## src/rtl/risc_board_pkg.sv

```systemverilog
// Board-level default constants for the RISC LED monitor and a width helper
// used to size counters and selectors.
package risc_board_pkg;

    localparam int DATA_W     = 32;
    localparam int LED_W      = 8;
    localparam int DEPTH      = 8;
    localparam int DEB_CYCLES = 1000000;
    localparam int HB_CYCLES  = 50000000;

    // Bits needed to index `value` items, never less than one bit.
    function automatic int clog2_min1(input int value);
        return (value <= 1) ? 1 : $clog2(value);
    endfunction

endpackage

```

## src/rtl/btn_debounce.sv

```systemverilog
// Synchronises and debounces a raw push-button, emitting a one-cycle
// step_pulse for every accepted press (debounced 0->1 transition).
module btn_debounce
    import risc_board_pkg::clog2_min1;
#(
    parameter int DEB_CYCLES = risc_board_pkg::DEB_CYCLES
) (
    input  logic clk,
    input  logic reset,
    input  logic btn_raw,
    output logic step_pulse
);
    localparam int               CNT_W   = clog2_min1(DEB_CYCLES);
    localparam logic [CNT_W-1:0] CNT_MAX = CNT_W'(DEB_CYCLES - 1);

    logic [1:0]       r_sync;
    logic [CNT_W-1:0] r_cnt;
    logic             r_level;
    logic             r_step;
    logic             w_synced;
    logic             w_accept;

    assign w_synced = r_sync[1];
    assign w_accept = (w_synced != r_level) && (r_cnt == CNT_MAX);

    always_ff @(posedge clk or posedge reset) begin
        if (reset) begin
            r_sync <= '0;
        end else begin
            r_sync <= {r_sync[0], btn_raw};
        end
    end

    // Any cycle where the synced level agrees with the accepted level restarts the count.
    always_ff @(posedge clk or posedge reset) begin
        if (reset) begin
            r_cnt   <= '0;
            r_level <= 1'b0;
            r_step  <= 1'b0;
        end else begin
            r_step <= w_accept && w_synced;
            if (w_synced == r_level) begin
                r_cnt <= '0;
            end else if (w_accept) begin
                r_level <= w_synced;
                r_cnt   <= '0;
            end else begin
                r_cnt <= r_cnt + CNT_W'(1);
            end
        end
    end

    assign step_pulse = r_step;

endmodule

```

## src/rtl/risc_led_monitor.sv

```systemverilog
// Shows a core result word on LEDs, live or browsed from a deduplicated history ring.
// Define LED_HEARTBEAT_EN to replace the top LED with a heartbeat bit.
module risc_led_monitor
    import risc_board_pkg::clog2_min1;
#(
    parameter int  DATA_W     = risc_board_pkg::DATA_W,
    parameter int  LED_W      = risc_board_pkg::LED_W,
    parameter int  DEPTH      = risc_board_pkg::DEPTH,
    parameter int  DEB_CYCLES = risc_board_pkg::DEB_CYCLES,
    parameter int  HB_CYCLES  = risc_board_pkg::HB_CYCLES,
    localparam int SEL_W      = clog2_min1(DATA_W / LED_W),
    localparam int CNT_W      = clog2_min1(DEPTH + 1)
) (
    input  logic              clk,
    input  logic              reset,
    input  logic [DATA_W-1:0] data_in,
    input  logic              data_valid,
    input  logic              btn_raw,
    input  logic              freeze,
    input  logic [SEL_W-1:0]  sw_sel,
    output logic [LED_W-1:0]  led,
    output logic [CNT_W-1:0]  hist_cnt
);
    localparam int               PTR_W    = clog2_min1(DEPTH);
    localparam logic [CNT_W-1:0] CNT_FULL = CNT_W'(DEPTH);
`ifdef LED_HEARTBEAT_EN
    localparam int               SLICE_W  = LED_W - 1;
`else
    localparam int               SLICE_W  = LED_W;
`endif

    generate
        if ((DATA_W % LED_W) != 0 || DEPTH < 2 || (DEPTH & (DEPTH - 1)) != 0 || HB_CYCLES < 1) begin : g_bad_params
            $error("risc_led_monitor: illegal parameter combination");
        end
    endgenerate

    logic [DATA_W-1:0]  r_mem [DEPTH];
    logic [DATA_W-1:0]  r_live;
    logic [PTR_W-1:0]   r_wr_ptr;
    logic [PTR_W-1:0]   r_rd_off;
    logic [CNT_W-1:0]   r_hist_cnt;
    logic               r_freeze_d;
    logic [LED_W-1:0]   r_led;

    logic               w_step;
    logic               w_load;
    logic               w_write;
    logic               w_freeze_rise;
    logic               w_rd_wrap;
    logic [PTR_W-1:0]   w_newest_idx;
    logic [PTR_W-1:0]   w_rd_idx;
    logic [DATA_W-1:0]  w_display;
    logic [SLICE_W-1:0] w_slice;

    btn_debounce #(
        .DEB_CYCLES (DEB_CYCLES)
    ) u_deb (
        .clk        (clk),
        .reset      (reset),
        .btn_raw    (btn_raw),
        .step_pulse (w_step)
    );

    assign w_newest_idx  = r_wr_ptr - PTR_W'(1);
    assign w_rd_idx      = w_newest_idx - r_rd_off;
    assign w_load        = data_valid & ~freeze;
    assign w_write       = w_load & ((r_hist_cnt == '0) | (data_in != r_mem[w_newest_idx]));
    assign w_freeze_rise = freeze & ~r_freeze_d;
    assign w_rd_wrap     = (r_hist_cnt == '0) | (CNT_W'(r_rd_off) == r_hist_cnt - CNT_W'(1));

    // History contents survive reset on purpose; hist_cnt alone decides what is valid.
    always_ff @(posedge clk) begin
        if (w_write) begin
            r_mem[r_wr_ptr] <= data_in;
        end
    end

    always_ff @(posedge clk or posedge reset) begin
        if (reset) begin
            r_live     <= '0;
            r_wr_ptr   <= '0;
            r_hist_cnt <= '0;
        end else if (w_load) begin
            r_live <= data_in;
            if (w_write) begin
                r_wr_ptr <= r_wr_ptr + PTR_W'(1);
                if (r_hist_cnt != CNT_FULL) begin
                    r_hist_cnt <= r_hist_cnt + CNT_W'(1);
                end
            end
        end
    end

    // Browse offset is held at zero in live mode and on the cycle browse mode is entered.
    always_ff @(posedge clk or posedge reset) begin
        if (reset) begin
            r_rd_off   <= '0;
            r_freeze_d <= 1'b0;
        end else begin
            r_freeze_d <= freeze;
            if (!freeze || w_freeze_rise) begin
                r_rd_off <= '0;
            end else if (w_step) begin
                r_rd_off <= w_rd_wrap ? '0 : r_rd_off + PTR_W'(1);
            end
        end
    end

    always_comb begin
        w_display = r_live;
        if (freeze) begin
            w_display = (r_hist_cnt == '0) ? '0 : r_mem[w_rd_idx];
        end
    end

    // A shift of DATA_W or more yields zero, which blanks out-of-range selections.
    assign w_slice = SLICE_W'(w_display >> (32'(sw_sel) * LED_W));

`ifdef LED_HEARTBEAT_EN
    localparam int              HB_W   = clog2_min1(HB_CYCLES);
    localparam logic [HB_W-1:0] HB_MAX = HB_W'(HB_CYCLES - 1);

    logic [HB_W-1:0] r_hb_cnt;
    logic            r_hb;

    always_ff @(posedge clk or posedge reset) begin
        if (reset) begin
            r_hb_cnt <= '0;
            r_hb     <= 1'b0;
        end else if (r_hb_cnt == HB_MAX) begin
            r_hb_cnt <= '0;
            r_hb     <= ~r_hb;
        end else begin
            r_hb_cnt <= r_hb_cnt + HB_W'(1);
        end
    end

    always_ff @(posedge clk or posedge reset) begin
        if (reset) begin
            r_led <= '0;
        end else begin
            r_led <= {r_hb, w_slice};
        end
    end
`else
    always_ff @(posedge clk or posedge reset) begin
        if (reset) begin
            r_led <= '0;
        end else begin
            r_led <= w_slice;
        end
    end
`endif

    assign led      = r_led;
    assign hist_cnt = r_hist_cnt;

endmodule

```

## config.mk

```make
export PLATFORM = sky130hd
export DESIGN_NAME = risc_led_monitor
export DESIGN_NICKNAME = d
export VERILOG_FILES = /design/src/rtl/risc_board_pkg.sv /design/src/rtl/btn_debounce.sv /design/src/rtl/risc_led_monitor.sv
export SDC_FILE = /design/constraint.sdc
export NUM_CORES = 1
export LEC_CHECK = 0
export BUFFER_PORTS_ARGS = -buffer_cell sky130_fd_sc_hd__buf_4
export CAP_MARGIN = 10
export CORE_MARGIN = 5
export CORE_UTILIZATION = 67
export DETAILED_ROUTE_END_ITERATION = 8
export GPL_TIMING_DRIVEN = 0
export PLACE_DENSITY_LB_ADDON = 0.05
export SLEW_MARGIN = 10
export SYNTH_ARGS = -nofsm -noshare
export SYNTH_HDL_FRONTEND = slang
export SYNTH_SLANG_ARGS = --single-unit
```

## constraint.sdc

```tcl
create_clock -name clk -period 18.2 [get_ports clk]
set_input_delay 1.82 -clock clk [delete_from_list [all_inputs] [get_ports clk]]
set_output_delay 1.82 -clock clk [all_outputs]
set_load 0.01 [all_outputs]
```

Yosys cells after proc, flatten, opt, wreduce, memory -nomap -nowiden
Memories as Yosys holds them, arrays and structs flattened.
Index checks and enable logic that the tools add are counted.
- register bits after elaboration: 75
- memory bits (writable): 256
- bits of input ports: 39
- logic and storage cells: 51
- memories: 1
- add/subtract/negate cells: 7
- equality and inequality tests: 6
- shifts and indexed selects: 1
- multiplexer cells: 9
- bitwise operators: 8
- reduce and logical (&&, ||, !) cells: 9
- memory list (memory ; depth ; bits a word ; read ports ; clocked after memory_dff ; write ports ; line ; RTL):
    r_mem ; 8 ; 32 ; 2 ; 0 ; 1 ; risc_led_monitor.sv:38 ; logic [DATA_W-1:0] r_mem [DEPTH];
- operator list (operator ; count):
    32-bit two-way mux ; 2
    20-bit two-way mux ; 2
    32-bit inequality test ; 1
    32-bit by 5-bit right shift with 8-bit output ; 1
    20-bit by 1-bit adder with 20-bit output (second input constant) ; 1
    20-bit == test (second input constant) ; 1
    3-bit two-way mux ; 3
    3-bit by 1-bit adder with 3-bit output (second input constant) ; 2
    4-bit by 1-bit adder with 4-bit output (second input constant) ; 1
    3-bit by 4-bit == test with 1-bit output ; 1
    4-bit logical NOT ; 1
    4-bit inequality test (second input constant) ; 1
    2-bit AND reduction ; 2
    4-bit by 1-bit subtractor with 4-bit output (second input constant) ; 1
    1-bit AND ; 3
    1-bit inverter ; 3
    3-bit AND reduction ; 1
    3-bit by 1-bit subtractor with 3-bit output (second input constant) ; 1
    3-bit subtractor ; 1
    1-bit logical AND ; 2
    1-bit two-way mux ; 2
    1-bit OR ; 2
    2-bit nonzero test ; 1
    1-bit == test ; 1
    other kinds (3) ; 3

Logic depth before layout (Yosys ltp)
Gate-level depths: netlist (run 1).
An unclocked memory read counts as a cell.
- depth in word-level cells: 7
- depth in mapped cells: 17
- gate-level depth less buffers: 10

Hierarchy
From an unflattened synthesis (run 1), not the netlist that was laid out.
- cell total of the unflattened synthesis: 870
- area, all modules: 15738.8 sq um
- by module, submodules not included (module ; times used ; cells each ; area each (sq um)):
    risc_led_monitor ; 1 ; 761 ; 14562.7
    btn_debounce ; 1 ; 109 ; 1176.1

Least setup slack after synthesis (run 1)
Ideal clock, no wire load.
- path kind: reg-to-reg
- start point: register r_wr_ptr[0]
- end point: memory r_mem[2][0], enable pin
- setup time: 0.513 ns
- arrival: 6.836 ns
- path slack: 10.850 ns
- cell stages (with the launch flop): 15
- period minus slack after synthesis: 7.350 ns
- cell sequence: dfrtp_1 > buf_4 > buf_4 > buf_2 > inv_1 > buf_2 > ha_1 > xor2_4 > buf_6 > mux4_2 > xnor2_1 > a21oi_1 > nor4_4 > a21boi_2 > nor4b_1
- longest elaborated chain between the ends: 7
- RTL lines (item ; line ; RTL):
    start: declaration ; risc_led_monitor.sv:40 ; logic [PTR_W-1:0] r_wr_ptr;
    start signal: assignment ; risc_led_monitor.sv:87 ; r_wr_ptr <= r_wr_ptr + PTR_W'(1);
    3-bit by 1-bit subtractor with 3-bit output ; risc_led_monitor.sv:65 ; assign w_newest_idx = r_wr_ptr - PTR_W'(1);
    named net w_newest_idx[0] ; risc_led_monitor.sv:51 ; logic [PTR_W-1:0] w_newest_idx;
    memory read 8 x 32 bit ; n/a ;
    32-bit inequality test ; risc_led_monitor.sv:68 ; assign w_write = w_load & ((r_hist_cnt == '0) | (data_in != r_mem[w_newest_idx]));
    1-bit OR ; risc_led_monitor.sv:68 ;
    1-bit AND ; risc_led_monitor.sv:68 ;
    1-bit two-way mux ; risc_led_monitor.sv:74 ; if (w_write) begin
    1-bit two-way mux (not written as such) ; risc_led_monitor.sv:75 ; r_mem[r_wr_ptr] <= data_in;
    end: declaration ; risc_led_monitor.sv:38 ;
The timed path passes the listed nets, and every way through them passes these cells.

Final worst setup path (run 1)
- start point: register r_wr_ptr[0]
- end point: memory r_mem[3][29], enable pin
Same word-level chain as after synthesis.

==> metrics.md, run 1 <==
| Metric | Value |
|---|---|
| Crit path time final | `6.64 ns` |
| Crit-path cells | `buf_4, buf_4, buf_2, inv_1, buf_2, ha_1, buf_2, buf_2, buf_1, mux4_2, o22ai_1, o21ai_0, nor4_4, a21boi_2, nor4b_2, buf_4, buf_2, buf_4` |
| Cell variety after synth | `49` |
| Switching pwr | `0.00120 W` |
| Launch point of the worst reg-to-reg path | `r_wr_ptr[0]$_DFFE_PP0P_` |
| DP Area | `~17000 µm²` |
| WP buf/inv | `11` |
| Area leader, netlist | `edfxtp_1` |
| Skew final | `0.0147 ns` |
| Most frequent CP cell | `buf_2` |
| CTS tree | `done` |
| Routed wire length | `between 40000 and 50000 µm` |
| Hold Crit Start | `u_deb.r_sync[0]$_DFF_PP0_` |
| Sw Ratio | `0.381` |
| Worst Hold Class | `reg -> reg` |
| Sequential share of power | `0.294` |
| Vias in the first global route | `10.0k` |
| Synth area leaders | `edfxtp_1, mux4_2, dfrtp_1, xnor2_1, mux2_2` |
| Post-synth EDFFs | `~260` |
| Worst Setup SP | `r_wr_ptr[0]$_DFFE_PP0P_` |
| Period utilisation layout | `0.365` |
| Cell area after layout | `around 18000 µm²` |
| Int Power | `0.00195 W` |
| Crit path DAT | `6.87 ns` |
| FF/Latch Area | `9560 µm²` |
| Fin util | `0.770` |
| Mapped Nets | `just over 900` |
| Die ar. | `approximately 27000 µm²` |
| Seq/Total Area, Yosys | `0.609` |
| Share of cells above drive strength 1 | `0.342` |
| Crit path largest cell delay | `0.59 ns` |
| Footprint of the multi-input gates | `approximately 6000 µm²` |
| # DRC | `0` |
| Post-Syn Instances | `883` |
| Post-Syn Area | `15700 µm²` |
| TritonCTS Buffers | `35` |
| Leakage | `6.27 nW` |
| Avg Vias per Cell | `7.35` |
| Starting density of the core | `0.675` |
| Congestion Overflow GR | `0` |
| Top cell type's share of synthesized area | `0.489` |
| Resized cells post-CTS | `0` |
| CP delay by family, top | `buffers and inverters` |
| Slew @ Worst Pin | `1.32 ns` |
| Pre-Repair DR Iteration Count | `6` |
| Antenna violations before repair | `1` |
| Area Growth Syn to Fin | `14.0%` |
| CP Class | `reg -> reg` |
| Yosys warnings | `0` |
| Setup TNS Final | `0 ns` |
| First-pass GRT wire length | `66100 µm` |
| Routability cong. | `0.906` |
| Hold Vio Cnt, Final | `0` |
| Worst VDD drop | `roughly 110 µV` |
| Die Y | `163 µm` |
| Slew Limit Fails | `0` |
| Clock Path Buffers | `3` |
| Antenna diodes | `0` |
| Total core area | `23300 µm²` |
| Hold buffers post-CTS | `0` |
| Max_cap viols | `0` |
| RSZ-0062 raised after global routing | `false` |
| Fmax | `151 MHz` |
| Comb pwr share | `0.480` |
| DR iter-0 viols | `~1.6k` |
| Die Wd | `163 µm` |
| Pwr/cell area | `176 nW/µm²` |
| DR WL/cell | `33.8 µm` |
| Syn Area/Cell | `17.8 µm²` |
| GRT Total Usage | `0.349` |
| Vias | `about 10k` |
| Clock Sinks | `331` |
| Final Setup Violations | `0` |
| # port buffers | `48` |
| Clk pin slew, worst setup/hold paths | `0.06 ns` |
| Routed Antenna Nets | `0` |
| CP required | `18.43 ns` |
| Top_reg_cell synth | `edfxtp_1` |
| Fillers | `1323` |
| Crit path max fanout | `10` |
| Crit start category | `flip-flop` |
| CTS Root Cell | `clkbuf_16` |
| Buffer count from post-CTS setup fixing | `0` |
| Clk network pwr share | `0.226` |
| Clk_lat worst skew | `0.53 ns` |
| DP Wirelength | `29200 µm` |
| CTS HTree Levels | `2` |
| Status | `complete, no violations` |
| Boundary Pins | `51` |
| Largest net degree at the start of global routing | `54` |
| Most common cell after layout, fill and taps aside | `edfxtp_1` |
| Fraction of registers with async set/reset | `0.227` |
| Final #Nets | `1036` |
| Max-slew headroom | `0.121` |
| Worst Setup End Kind | `flip-flop` |
| Cell Rows | `56` |
| Commonest non-fill, non-tap cells in the layout | `edfxtp_1, mux4_2, dfrtp_1` |
| FF+latch count, synth | `331` |
| Slowest cell on crit path | `o21ai_0` |
## stage by stage
stage	hold slack [ns]	total power (W)	std cells	setup WS, ns
CTS	0.349	0.00311	1334	11.79
global placement	0.338	0.00236	1250	5.57
detailed placement	0.346	0.00240	1270	11.83
floorplan	0.331	0.00191	883	10.85
global route	0.367	0.00324	1334	11.48
finish	0.347	0.00316	1334	11.56
## cell families after synthesis
family | count (synthesis) | synth area share
AO/OA/AOI/OAI | 51 | 0.0212
XOR/XNOR | 83 | 0.0479
adder cells (fa/ha/maj) | 9 | 0.00765
buffers and inverters | 70 | 0.0201
flip-flops | 331 | 0.609
AND/OR/NAND/NOR | 130 | 0.0448
multiplexers | 209 | 0.250
## metal layers
layer | GRT usage | vias to the layer above | routed length (µm)
met3 | 0.103 | 159 | 5920
met1 | 0.471 | 5047 | 15600
li1 | - | 3783 | -
met5 | 0 | - | 0
met4 | 0.145 | 0 | 2290
met2 | 0.546 | 817 | 21300
## flip-flops by register name, indices dropped and copies added, names as in the netlist
signal	flops
hist_cnt	4
u_deb.step_pulse	1
u_deb.r_level	1
r_freeze_d	1
r_mem	256
r_live	32
u_deb.r_cnt	20
r_wr_ptr	3
u_deb.r_sync	2
r_rd_off	3
led	8
## worst register-to-register path, stage by stage, from the launching register on
cell      delay [ns]
dfrtp_1         0.42
buf_4           0.33
buf_4           0.36
buf_2           0.29
inv_1           0.09
buf_2           0.23
ha_1            0.37
buf_2           0.26
buf_2           0.46
buf_1           0.56
mux4_2          0.35
o22ai_1         0.09
o21ai_0         0.59
nor4_4          0.16
a21boi_2        0.43
nor4b_2         0.59
buf_4           0.30
buf_2           0.26
buf_4           0.21
## final cells by class
class / count / share of cell area
Tap cell: 319 / 0.0223
Inverter: 18 / 0.00391
Buffer: 52 / 0.0144
Timing Repair Buffer: 68 / 0.0350
Clock buffer: 50 / 0.0561
Multi-Input combinational cell: 482 / 0.327
Sequential cell: 331 / 0.534
Clock inverter: 14 / 0.00761
## power groups by stage
| stage | Sequential [W] | Clock (W) | Combinational [W] |
|---|---|---|---|
| after floorplan | 0.000937 | 0 | 0.000973 |
| after global placement | 0.000939 | 0 | 0.00142 |
| after detailed placement | 0.000940 | 0 | 0.00146 |
| after CTS | 0.000926 | 0.000714 | 0.00147 |
| after global routing | 0.000933 | 0.000749 | 0.00156 |
| final | 0.000928 | 0.000715 | 0.00151 |
## Yosys cell counts (4+ instances only)
cell type,count
a21oi_1,9
buf_4,6
mux2_2,36
nand4_1,7
inv_1,18
edfxtp_1,256
nand3b_1,4
and3_1,10
nand2_1,25
nor3_1,8
buf_2,18
o21ai_0,12
xnor2_1,51
mux4_2,142
clkbuf_1,22
ha_1,8
xor2_1,30
nand3_1,18
and4_1,4
buf_1,5
dfrtp_1,75
mux2i_1,28
nor2_1,31
nor3b_1,8
o22ai_1,11
## path summary, 6_finish.rpt
path	to	slack [ns]	cells past startpoint
max	r_mem[3][29]$_DFFE_PP_	11.56	18
min	u_deb.r_sync[1]$_DFF_PP0_	0.35	0
max reg2reg	r_mem[3][29]$_DFFE_PP_	11.56	18
min reg2reg	u_deb.r_sync[1]$_DFF_PP0_	0.35	0
max in group asynchronous	r_live[5]$_DFFE_PP0P_	16.34	3
min in group asynchronous	r_rd_off[2]$_DFFE_PP0P_	1.26	2
No activity file was read; power rests on OpenSTA's default activity.
==> run 2: changes to the inputs <==
--- a/config.mk
+++ b/config.mk
@@ -8,7 +8,7 @@
 export BUFFER_PORTS_ARGS = -buffer_cell sky130_fd_sc_hd__buf_4
 export CAP_MARGIN = 10
 export CORE_MARGIN = 5
-export CORE_UTILIZATION = 67
+export CORE_UTILIZATION = 56
 export DETAILED_ROUTE_END_ITERATION = 8
 export GPL_TIMING_DRIVEN = 0
 export PLACE_DENSITY_LB_ADDON = 0.05
==> constraint.sdc (replaced) <==
create_clock -name clk -period 6.1 [get_ports clk]
set_input_delay 0.61 -clock clk [delete_from_list [all_inputs] [get_ports clk]]
set_output_delay 0.61 -clock clk [all_outputs]
set_load 0.01 [all_outputs]
==> metrics.md, run 2 (same netlist as run 1, synthesis figures left out) <==
| Metric | Value |
|---|---|
| Status | `complete, no violations` |
| # DRC | `0 (unchanged)` |
| Routed Antenna Nets | `0 (unchanged)` |
| Cells on worst reg2reg path | `17 (-1)` |
| Total core area | `27700 µm² (+19%)` |
| Clock Sinks | `331 (unchanged)` |
| Most common cell after layout, fill and taps aside | `edfxtp_1` |
| Antenna diodes | `0 (unchanged)` |
| Crit path max fanout | `23 (+13)` |
| Share of cells above drive strength 1 | `0.345 (+0.00292)` |
| Antenna violations before repair | `1 (unchanged)` |
| TritonCTS Buffers | `37 (+5.7%)` |
| Cell area after layout | `18100 µm² (+0.89%)` |
| Cell Rows | `61 (+8.9%)` |
| DR WL/cell | `32.9 µm (-2.8%)` |
| Die ar. | `31500 µm² (+18%)` |
| Biggest regs | `r_mem x256, r_live x32, u_deb.r_cnt x20` |
| Clk_lat worst skew | `0.52 ns (about the same)` |
| Routability cong. | `0.854 (-5.8%)` |
| Hold buffers post-CTS | `0 (unchanged)` |
| Crit start category | `flip-flop` |
| Pre-Repair DR Iteration Count | `5 (-1)` |
| Hold Vio Cnt, Final | `0 (unchanged)` |
| Final Setup Violations | `0 (unchanged)` |
| Clk pin slew, worst setup/hold paths | `0.06 ns (about the same)` |
| Crit path DAT | `6.13 ns (-0.74 ns)` |
| DP Area | `16800 µm² (+0.37%)` |
| Max-slew headroom | `0.178 (+0.0568)` |
| Max reg flops | `256 (unchanged)` |
| Leakage | `6.30 nW (+0.45%)` |
| Vias in the first global route | `9981 (-0.68%)` |
| Worst Setup End Kind | `flip-flop` |
| Area Growth Syn to Fin | `15.0%` |
| Routed wire length | `45900 µm (+1.8%)` |
| Worst Hold Class | `in -> async` |
| Clock Path Buffers | `3 (unchanged)` |
| Final #Nets | `1040 (+0.39%)` |
| CTS tree | `done` |
| DR iter-0 viols | `1166 (-27%)` |
| Slew @ Worst Pin | `1.23 ns (-0.0852 ns)` |
| Post-layout power | `0.00947 W (+200%)` |
| Commonest non-fill, non-tap cells in the layout | `edfxtp_1, mux4_2, dfrtp_1` |
| Largest register by flop count | `r_mem` |
| Vias | `9482 (-3.3%)` |
| Pwr/cell area | `524 nW/µm² (+200%)` |
| Largest net degree at the start of global routing | `40 (-26%)` |
| Worst reg2reg endpoint | `r_mem[7][21]$_DFFE_PP_` |
| Fin util | `0.652 (-0.118)` |
| Fmax | `170 MHz (+13%)` |
| Launch point of the worst reg-to-reg path | `r_wr_ptr[0]$_DFFE_PP0P_` |
| Setup TNS Final | `0 ns (unchanged)` |
| DP Wirelength | `30200 µm (+3.4%)` |
| Worst VDD drop | `417 µV (+270%)` |
| R2R Setup Slk | `0.22 ns (-11.34 ns)` |
| Slew Limit Fails | `0 (unchanged)` |
| Period utilisation layout | `0.963 (+0.599)` |
| Starting density of the core | `0.567 (-0.108)` |
| CP Class | `reg -> reg` |
| Die Y | `177 µm (+8.8%)` |
| GRT Total Usage | `0.300 (-0.0494)` |
| Die Wd | `177 µm (+8.8%)` |
| Crit path time final | `5.88 ns (-0.764 ns)` |
| CP required | `6.35 ns (-12.08 ns)` |
| CTS HTree Levels | `2 (unchanged)` |
| Skew final | `0.0137 ns (-0.000968 ns)` |
| Max_cap viols | `0 (unchanged)` |
| First-pass GRT wire length | `66700 µm (+0.83%)` |
| Boundary Pins | `51 (unchanged)` |
| Avg Vias per Cell | `6.79 (-7.6%)` |
| CTS Root Cell | `clkbuf_16` |
| # port buffers | `48 (unchanged)` |
| Congestion Overflow GR | `0 (unchanged)` |
-- run 2: repair_timing --
action                                  4_1_cts  5_1_grt
endpoints found under the setup margin      256      242
setup buffers                                 4        2
pin swaps                                     0        1
resized for setup                             5       12
-- run 2: how the worst max path moves through the flow --
stage	end	start	slack [ns]
global placement	r_mem[2][0]$_DFFE_PP_	r_wr_ptr[0]$_DFFE_PP0P_	-3.55
finish	r_mem[7][21]$_DFFE_PP_	r_wr_ptr[0]$_DFFE_PP0P_	0.22
detailed placement	r_mem[2][24]$_DFFE_PP_	r_wr_ptr[0]$_DFFE_PP0P_	-0.39
floorplan	r_mem[2][0]$_DFFE_PP_	r_wr_ptr[0]$_DFFE_PP0P_	0.36
CTS	r_mem[6][0]$_DFFE_PP_	r_wr_ptr[0]$_DFFE_PP0P_	0.08
global route	r_mem[6][18]$_DFFE_PP_	r_wr_ptr[0]$_DFFE_PP0P_	-0.03
-- run 2: power breakdown --
part | leakage (nW) | switching [W] | internal, W
Combinational | 2.49 | 0.00264 | 0.00195
Sequential | 3.25 | 0.000110 | 0.00266
Clock | 0.564 | 0.000866 | 0.00125
-- run 2: area by class of cell --
type,instances,area [µm²]
multi-input cells,482,5900
well taps,378,473
fillers,1928,9640
clock inverters,13,88.8
inverters,18,70.1
repair buffers,70,654
plain buffers,52,268
clock buffers,52,1050
flip-flops and latches,331,9560
-- run 2: critical path, cell delays in order (launching register included) --
cell	delay [ns]
dfrtp_1	0.42
buf_4	0.30
buf_4	0.35
buf_2	0.28
inv_1	0.10
buf_2	0.24
ha_1	0.40
buf_2	0.29
buf_2	0.43
mux4_2	0.38
xnor2_1	0.53
nand2_1	0.17
o22ai_1	0.22
o21ai_1	0.20
nor4_4	0.53
a21boi_4	0.19
and4_4	0.33
buf_12	0.21
-- run 2: per-layer routing --
layer / track usage / up-vias / wire length (µm)
met5: 0 / - / 13
met4: 0.123 / 2 / 2280
met3: 0.0720 / 129 / 4600
met2: 0.484 / 583 / 22200
met1: 0.397 / 4979 / 16800
li1: - / 3789 / -
-- run 2: stage by stage --
| stage | cells | worst slack [ns] | hold WS, ns |
|---|---|---|---|
| 6_report | 1396 | 0.223 | 0.119 |
| 2_1_floorplan | 883 | 0.361 | 0.331 |
| 4_1_cts | 1393 | 0.0751 | 0.127 |
| 5_1_grt | 1396 | -0.0275 | 0.160 |
| 3_3_place_gp | 1309 | -3.55 | 0.338 |
| 3_5_place_dp | 1324 | -0.388 | 0.337 |
